===== src/rtl/fifo_ser_pkg.sv =====
// Shared types and constants for the FIFO word serializer.
package fifo_ser_pkg;

    typedef enum logic [1:0] {
        IDLE,
        POP,
        SEND,
        GUARD
    } ser_state_e;

    localparam int unsigned BYTE_W       = 8;
    // Cycles spent after a word so the FIFO's registered empty flag catches up with the pop.
    localparam int unsigned GUARD_CYCLES = 2;

endpackage


===== src/rtl/fifo_word_serializer_if.sv =====
// FIFO-side and byte-stream-side signals of the word serializer.
interface fifo_word_serializer_if
    import fifo_ser_pkg::*;
#(
    parameter int unsigned WIDTH = 32
) ();

    logic              empty_i;
    logic [WIDTH-1:0]  data_i;
    logic              pop_o;
    logic [BYTE_W-1:0] byte_o;
    logic              valid_o;
    logic              ready_i;
    logic              busy_o;
    logic [15:0]       words_o;

    // Serializer side.
    modport master (
        input  empty_i, data_i, ready_i,
        output pop_o, byte_o, valid_o, busy_o, words_o
    );

    // FIFO / downstream side.
    modport slave (
        output empty_i, data_i, ready_i,
        input  pop_o, byte_o, valid_o, busy_o, words_o
    );

endinterface


===== src/rtl/fifo_word_serializer.sv =====
// Pops one word from the FIFO and streams it out LSB byte first over valid/ready.
// Optional feature: define SER_CHECKSUM_EN to append an XOR checksum byte to every word.
module fifo_word_serializer
    import fifo_ser_pkg::*;
#(
    parameter int unsigned WIDTH = 32
) (
    input  logic                    clk_i,
    input  logic                    rst_i,
    fifo_word_serializer_if.master  bus
);

    localparam int unsigned BYTES  = WIDTH / BYTE_W;
    localparam int unsigned IDX_W  = $clog2(BYTES + 1);
    localparam int unsigned GCNT_W = $clog2(GUARD_CYCLES);
`ifdef SER_CHECKSUM_EN
    localparam int unsigned LAST_IDX = BYTES;
`else
    localparam int unsigned LAST_IDX = BYTES - 1;
`endif

    ser_state_e         state_q, state_d;
    logic [WIDTH-1:0]   shreg_q, shreg_d;
    logic [IDX_W-1:0]   idx_q, idx_d;
    logic [GCNT_W-1:0]  gcnt_q, gcnt_d;
    logic [15:0]        words_q, words_d;
    logic [BYTE_W-1:0]  cur_byte;
    logic               pop;
    logic               valid;
    logic [BYTE_W-1:0]  out_byte;
`ifdef SER_CHECKSUM_EN
    logic [BYTE_W-1:0]  csum_q, csum_d;
`endif

    // Byte presented in SEND: data bytes, then the checksum slot when enabled.
`ifdef SER_CHECKSUM_EN
    assign cur_byte = (idx_q == IDX_W'(BYTES)) ? csum_q : shreg_q[BYTE_W-1:0];
`else
    assign cur_byte = shreg_q[BYTE_W-1:0];
`endif

    // Next-state and output decode.
    always_comb begin
        state_d  = state_q;
        shreg_d  = shreg_q;
        idx_d    = idx_q;
        gcnt_d   = gcnt_q;
        words_d  = words_q;
`ifdef SER_CHECKSUM_EN
        csum_d   = csum_q;
`endif
        pop      = 1'b0;
        valid    = 1'b0;
        out_byte = '0;

        unique case (state_q)
            IDLE: begin
                if (!bus.empty_i) begin
                    state_d = POP;
                end
            end
            POP: begin
                pop     = 1'b1;
                shreg_d = bus.data_i;
                idx_d   = '0;
`ifdef SER_CHECKSUM_EN
                csum_d  = '0;
`endif
                state_d = SEND;
            end
            SEND: begin
                valid    = 1'b1;
                out_byte = cur_byte;
                if (bus.ready_i) begin
                    shreg_d = shreg_q >> BYTE_W;
                    idx_d   = idx_q + 1'b1;
`ifdef SER_CHECKSUM_EN
                    csum_d  = csum_q ^ cur_byte;
`endif
                    if (idx_q == IDX_W'(LAST_IDX)) begin
                        words_d = words_q + 16'd1;
                        gcnt_d  = '0;
                        state_d = GUARD;
                    end
                end
            end
            GUARD: begin
                if (gcnt_q == GCNT_W'(GUARD_CYCLES - 1)) begin
                    state_d = IDLE;
                end else begin
                    gcnt_d = gcnt_q + 1'b1;
                end
            end
        endcase
    end

    // State and datapath registers; reset drops any partially sent word.
    always_ff @(posedge clk_i or negedge rst_i) begin
        if (!rst_i) begin
            state_q <= IDLE;
            shreg_q <= '0;
            idx_q   <= '0;
            gcnt_q  <= '0;
            words_q <= '0;
`ifdef SER_CHECKSUM_EN
            csum_q  <= '0;
`endif
        end else begin
            state_q <= state_d;
            shreg_q <= shreg_d;
            idx_q   <= idx_d;
            gcnt_q  <= gcnt_d;
            words_q <= words_d;
`ifdef SER_CHECKSUM_EN
            csum_q  <= csum_d;
`endif
        end
    end

    assign bus.pop_o   = pop;
    assign bus.valid_o = valid;
    assign bus.byte_o  = out_byte;
    assign bus.busy_o  = (state_q != IDLE);
    assign bus.words_o = words_q;

endmodule


===== src/flat_wrapper.sv =====
// flat-port wrapper written by rule: the top's interface ports become plain ports
module fifo_word_serializer_flat import fifo_ser_pkg::*;
#(
    parameter int unsigned WIDTH = 32
)
  (clk_i, rst_i, bus_empty_i, bus_data_i, bus_ready_i, bus_pop_o, bus_byte_o, bus_valid_o, bus_busy_o, bus_words_o);
  fifo_word_serializer_if #(.WIDTH(WIDTH)) bus_i ();
  input  logic clk_i;
  input  logic rst_i;
  input wire logic [$bits(bus_i.empty_i)-1:0] bus_empty_i;
  input wire logic [$bits(bus_i.data_i)-1:0] bus_data_i;
  input wire logic [$bits(bus_i.ready_i)-1:0] bus_ready_i;
  output wire logic [$bits(bus_i.pop_o)-1:0] bus_pop_o;
  output wire logic [$bits(bus_i.byte_o)-1:0] bus_byte_o;
  output wire logic [$bits(bus_i.valid_o)-1:0] bus_valid_o;
  output wire logic [$bits(bus_i.busy_o)-1:0] bus_busy_o;
  output wire logic [$bits(bus_i.words_o)-1:0] bus_words_o;
  assign bus_i.empty_i = bus_empty_i;
  assign bus_i.data_i = bus_data_i;
  assign bus_i.ready_i = bus_ready_i;
  assign bus_pop_o = bus_i.pop_o;
  assign bus_byte_o = bus_i.byte_o;
  assign bus_valid_o = bus_i.valid_o;
  assign bus_busy_o = bus_i.busy_o;
  assign bus_words_o = bus_i.words_o;
  fifo_word_serializer #(.WIDTH(WIDTH)) u_core (.clk_i(clk_i), .rst_i(rst_i), .bus(bus_i));
endmodule

===== config.mk =====
export PLATFORM = sky130hd
export DESIGN_NAME = fifo_word_serializer_flat
export DESIGN_NICKNAME = d
export VERILOG_FILES = /design/src/rtl/fifo_ser_pkg.sv /design/src/rtl/fifo_word_serializer_if.sv /design/src/rtl/fifo_word_serializer.sv /design/src/flat_wrapper.sv
export SDC_FILE = /design/constraint.sdc
export NUM_CORES = 1
export LEC_CHECK = 0
export BUFFER_PORTS_ARGS = -buffer_cell sky130_fd_sc_hd__buf_2
export CAP_MARGIN = 10
export CORE_MARGIN = 2
export CORE_UTILIZATION = 53
export DETAILED_ROUTE_END_ITERATION = 6
export GPL_ROUTABILITY_DRIVEN = 0
export HOLD_SLACK_MARGIN = 0.02
export PLACE_DENSITY = 0.79
export SLEW_MARGIN = 30
export SYNTH_ARGS = -nofsm -noshare
export SYNTH_HDL_FRONTEND = slang
export SYNTH_SLANG_ARGS = --single-unit

===== constraint.sdc =====
create_clock -name clk_i -period 2.1 [get_ports clk_i]
set_input_delay 0.315 -clock clk_i [delete_from_list [all_inputs] [get_ports clk_i]]
set_output_delay 0.315 -clock clk_i [all_outputs]
set_load 0.05 [all_outputs]

==> results_dict.tcl <==
set metrics [dict create \
    synth-edff-count 0 \
    antennaDiodeCount 0 \
    status "complete, no violations" \
    fin_skew_ns 0.003832 \
    clk_latency_ns 0.31 \
    wire_per_inst_um 13.72 \
    syn_nets 294 \
    ys_seq_area_share_pct 51.80 \
    fillCellCount 379 \
    reg2reg_to "u_core.state_q[1]" \
    grt_max_degree 49 \
    setup_viol 0 \
    finalNetCount 355 \
    combPwrFrac_pct 46.2 \
    grt_pass1_vias 1760 \
    power_switching_w 0.001751 \
    drv_cap 0 \
    cts_root_buf "clkbuf_8" \
    antenna_found_initial 0 \
    finalMaxSlewViolations 0 \
    finalSetupTns_ns 0 \
    p_leak_nw 1.542 \
    cts_hold_buffers 0 \
    drt_first_pass_iters 4 \
    hold_ws_ns 0.06985 \
    drt-vias-per-instance 5.093 \
    coreArea_um2 4723 \
    worstMarginPinSlew_ns 0.7599 \
    grt_usage_pct 20.20 \
    cts.sink_count 54 \
    ys.warnings.count 0 \
    fmax_mhz 510.7 \
    async_reset_ff_share_pct 100.0 \
    startpoint "u_core.state_q[0]" \
    ir_worst_vdd_uv 818.3 \
    timing.final.crit_share_pct 93.25 \
    power.internal_w 0.002496 \
    reg2reg_depth 5 \
    start_util_pct 55.23 \
    num_vias 1925 \
    htreeDepth 2 \
    p_sw_share_pct 41.23 \
    antenna_left 0 \
    path_clk_slew_ns 0.10 \
    dieArea_um2 5500 \
    chipWidth_um 74.16 \
    r2r-start "u_core.state_q[0]" \
    startpoint_type "flip-flop" \
    grt_pass1_wl_um 8314 \
    rsz0062_at_grt "no" \
    pin_count 63 \
    wl_um 5188 \
    areaGrowthSynthToFinish_pct 20.43 \
    crit_fanout 10 \
    p_clk_share_pct 16.5 \
    crit_type "flip-flop to output pin" \
    synth.most_common_cell "dfrtp_1" \
    endpoint_kind "output pin" \
    hold_viol_final 0 \
    syn_area_um2 2609 \
    syn_area_per_cell_um2 10.48 \
    cp_data_arrival_time_ns 1.64 \
    dp_hpwl_um 3699 \
    numCtsBuffers 5 \
    cts_setup_buffers 0 \
    clk_path_buf_depth 2 \
    drtIter0Drc 123 \
    synth_top_area_cell "dfrtp_1" \
    cts_resized 0 \
    ys.flop_type "dfrtp_1" \
    portBuffers 62 \
    yosys.cell_types.count 26 \
    rrSetupSlack_ns 0.25 \
    max_slew_margin_pct 49.34 \
    cts_tree "yes" \
    power.density_nw_per_um2 1352 \
    die_y_um 74.16 \
    seqPwrFrac_pct 37.3 \
    route.detailed.drc 0 \
    synth_top_area_share_pct 51.80 \
    final.min_clock_period_ns 1.958 \
    ys_top_cells_by_count "dfrtp_1, nand2_1, mux2i_1" \
    fin_util_pct 66.52 \
    layout-drive-gt1-share_pct 26.37 \
    overflow 0 \
    hold_path.class "primary input to asynchronous set/reset pin" \
    ys_ff_latch 54 \
    required_ns 1.78 \
    synth_area_leaders "dfrtp_1, mux2i_1, nand2_1" \
    netlist_instances 249 \
    row_count 25 \
]
[power by group through the flow]
| stage | clock network [W] | registers, W | logic (W) |
|---|---|---|---|
| 2_1_floorplan | 0 | 0.00160 | 0.00146 |
| 5_1_grt | 0.000757 | 0.00162 | 0.00218 |
| 6_report | 0.000703 | 0.00158 | 0.00196 |
| 3_5_place_dp | 0 | 0.00161 | 0.00195 |
| 3_3_place_gp | 0 | 0.00158 | 0.00189 |
| 4_1_cts | 0.000717 | 0.00158 | 0.00197 |
[per-layer routing]
metal  up-vias  wire, um  track usage [%]
met4         0       100            7.071
li1        972         -                -
met5         -         0                0
met3        12       241            4.878
met2        52      2474            32.64
met1       889      2372            26.79
[sequential cells by signal, summed over array words and instances (netlist names)]
name,flops
u_core.shreg_q,32
u_core.bus.words_o,16
u_core.idx_q,3
u_core.state_q,2
u_core.gcnt_q,1
[logic make-up (layout without fill, tap and decap cells)]
| group | Yosys count | count (layout) | synth area share, % |
|---|---|---|---|
| flip-flops | 54 | 54 | 51.80 |
| XOR/XNOR | 16 | 16 | 5.372 |
| buffers and inverters | 23 | 85 | 3.981 |
| AND/OR/NAND/NOR | 70 | 70 | 12.28 |
| multiplexers | 30 | 30 | 11.61 |
| AO/OA/AOI/OAI | 47 | 47 | 10.65 |
| adder cells (fa/ha/maj) | 9 | 9 | 4.317 |
[worst max-delay path by stage]
stage                              to  slack [ns]  cells past startpoint
floorplan           u_core.state_q[1]        0.03                      6
global placement    u_core.state_q[1]        0.38                      5
detailed placement  u_core.state_q[1]        0.29                      5
CTS                       bus_valid_o        0.04                      4
global route            bus_byte_o[0]        0.03                      5
finish                  bus_byte_o[6]        0.14                      5
[stage by stage]
step / std cells / total power (W) / cell area (um^2) / setup WS (ns)
after floorplan: 249 / 0.003056 / 2609 / 0.03473
final: 378 / 0.004247 / 3142 / 0.1418
after detailed placement: 370 / 0.003555 / 3022 / 0.2907
after global placement: 370 / 0.003475 / 3022 / 0.3790
after CTS: 378 / 0.004267 / 3136 / 0.03765
after global routing: 378 / 0.004560 / 3142 / 0.02618
[placed cells by master, fill, tap and decap left out]
cell | Yosys | routed
buf_4 | 2 | 4
dfrtp_1 | 54 | 54
mux2_2 | 2 | 2
a22oi_1 | 1 | 1
o221ai_1 | 1 | 1
nand2_1 | 40 | 40
mux2i_4 | 0 | 1
buf_2 | 8 | 61
clkbuf_4 | 0 | 1
xnor2_1 | 15 | 15
xor2_1 | 1 | 1
a21boi_0 | 8 | 8
o22ai_1 | 9 | 9
clkinvlp_4 | 0 | 2
buf_12 | 0 | 2
and4_1 | 1 | 1
o211ai_1 | 1 | 1
buf_6 | 0 | 1
ha_2 | 0 | 1
nand3_1 | 6 | 6
and3_1 | 1 | 1
inv_1 | 8 | 8
a21oi_1 | 1 | 1
nand4_1 | 5 | 5
mux2i_1 | 28 | 27
ha_1 | 9 | 8
bufinv_16 | 0 | 1
clkbuf_8 | 0 | 5
o31ai_1 | 1 | 1
and2_1 | 9 | 9
nor2_1 | 7 | 7
o21ai_0 | 25 | 25
and4_4 | 1 | 1
[area by class of cell]
class                           count  area, um^2  share of cell area (%)
Clock buffer                        5       68.82                   2.190
Sequential cell                    54        1351                   43.01
Clock inverter                      3       45.04                   1.434
Timing Repair Buffer               69       394.1                   12.54
Inverter                            8       30.03                  0.9558
Tap cell                           67       83.83                   2.668
Multi-Input combinational cell    172        1169                   37.20
[worst max-delay path: stages, from the launching register on]
cell and delay (ns):
dfrtp_1 0.41, inv_1 0.17, ha_1 0.20, buf_4 0.17
and2_1 0.13, buf_2 0.25
No activity file was read; power rests on OpenSTA's default activity.
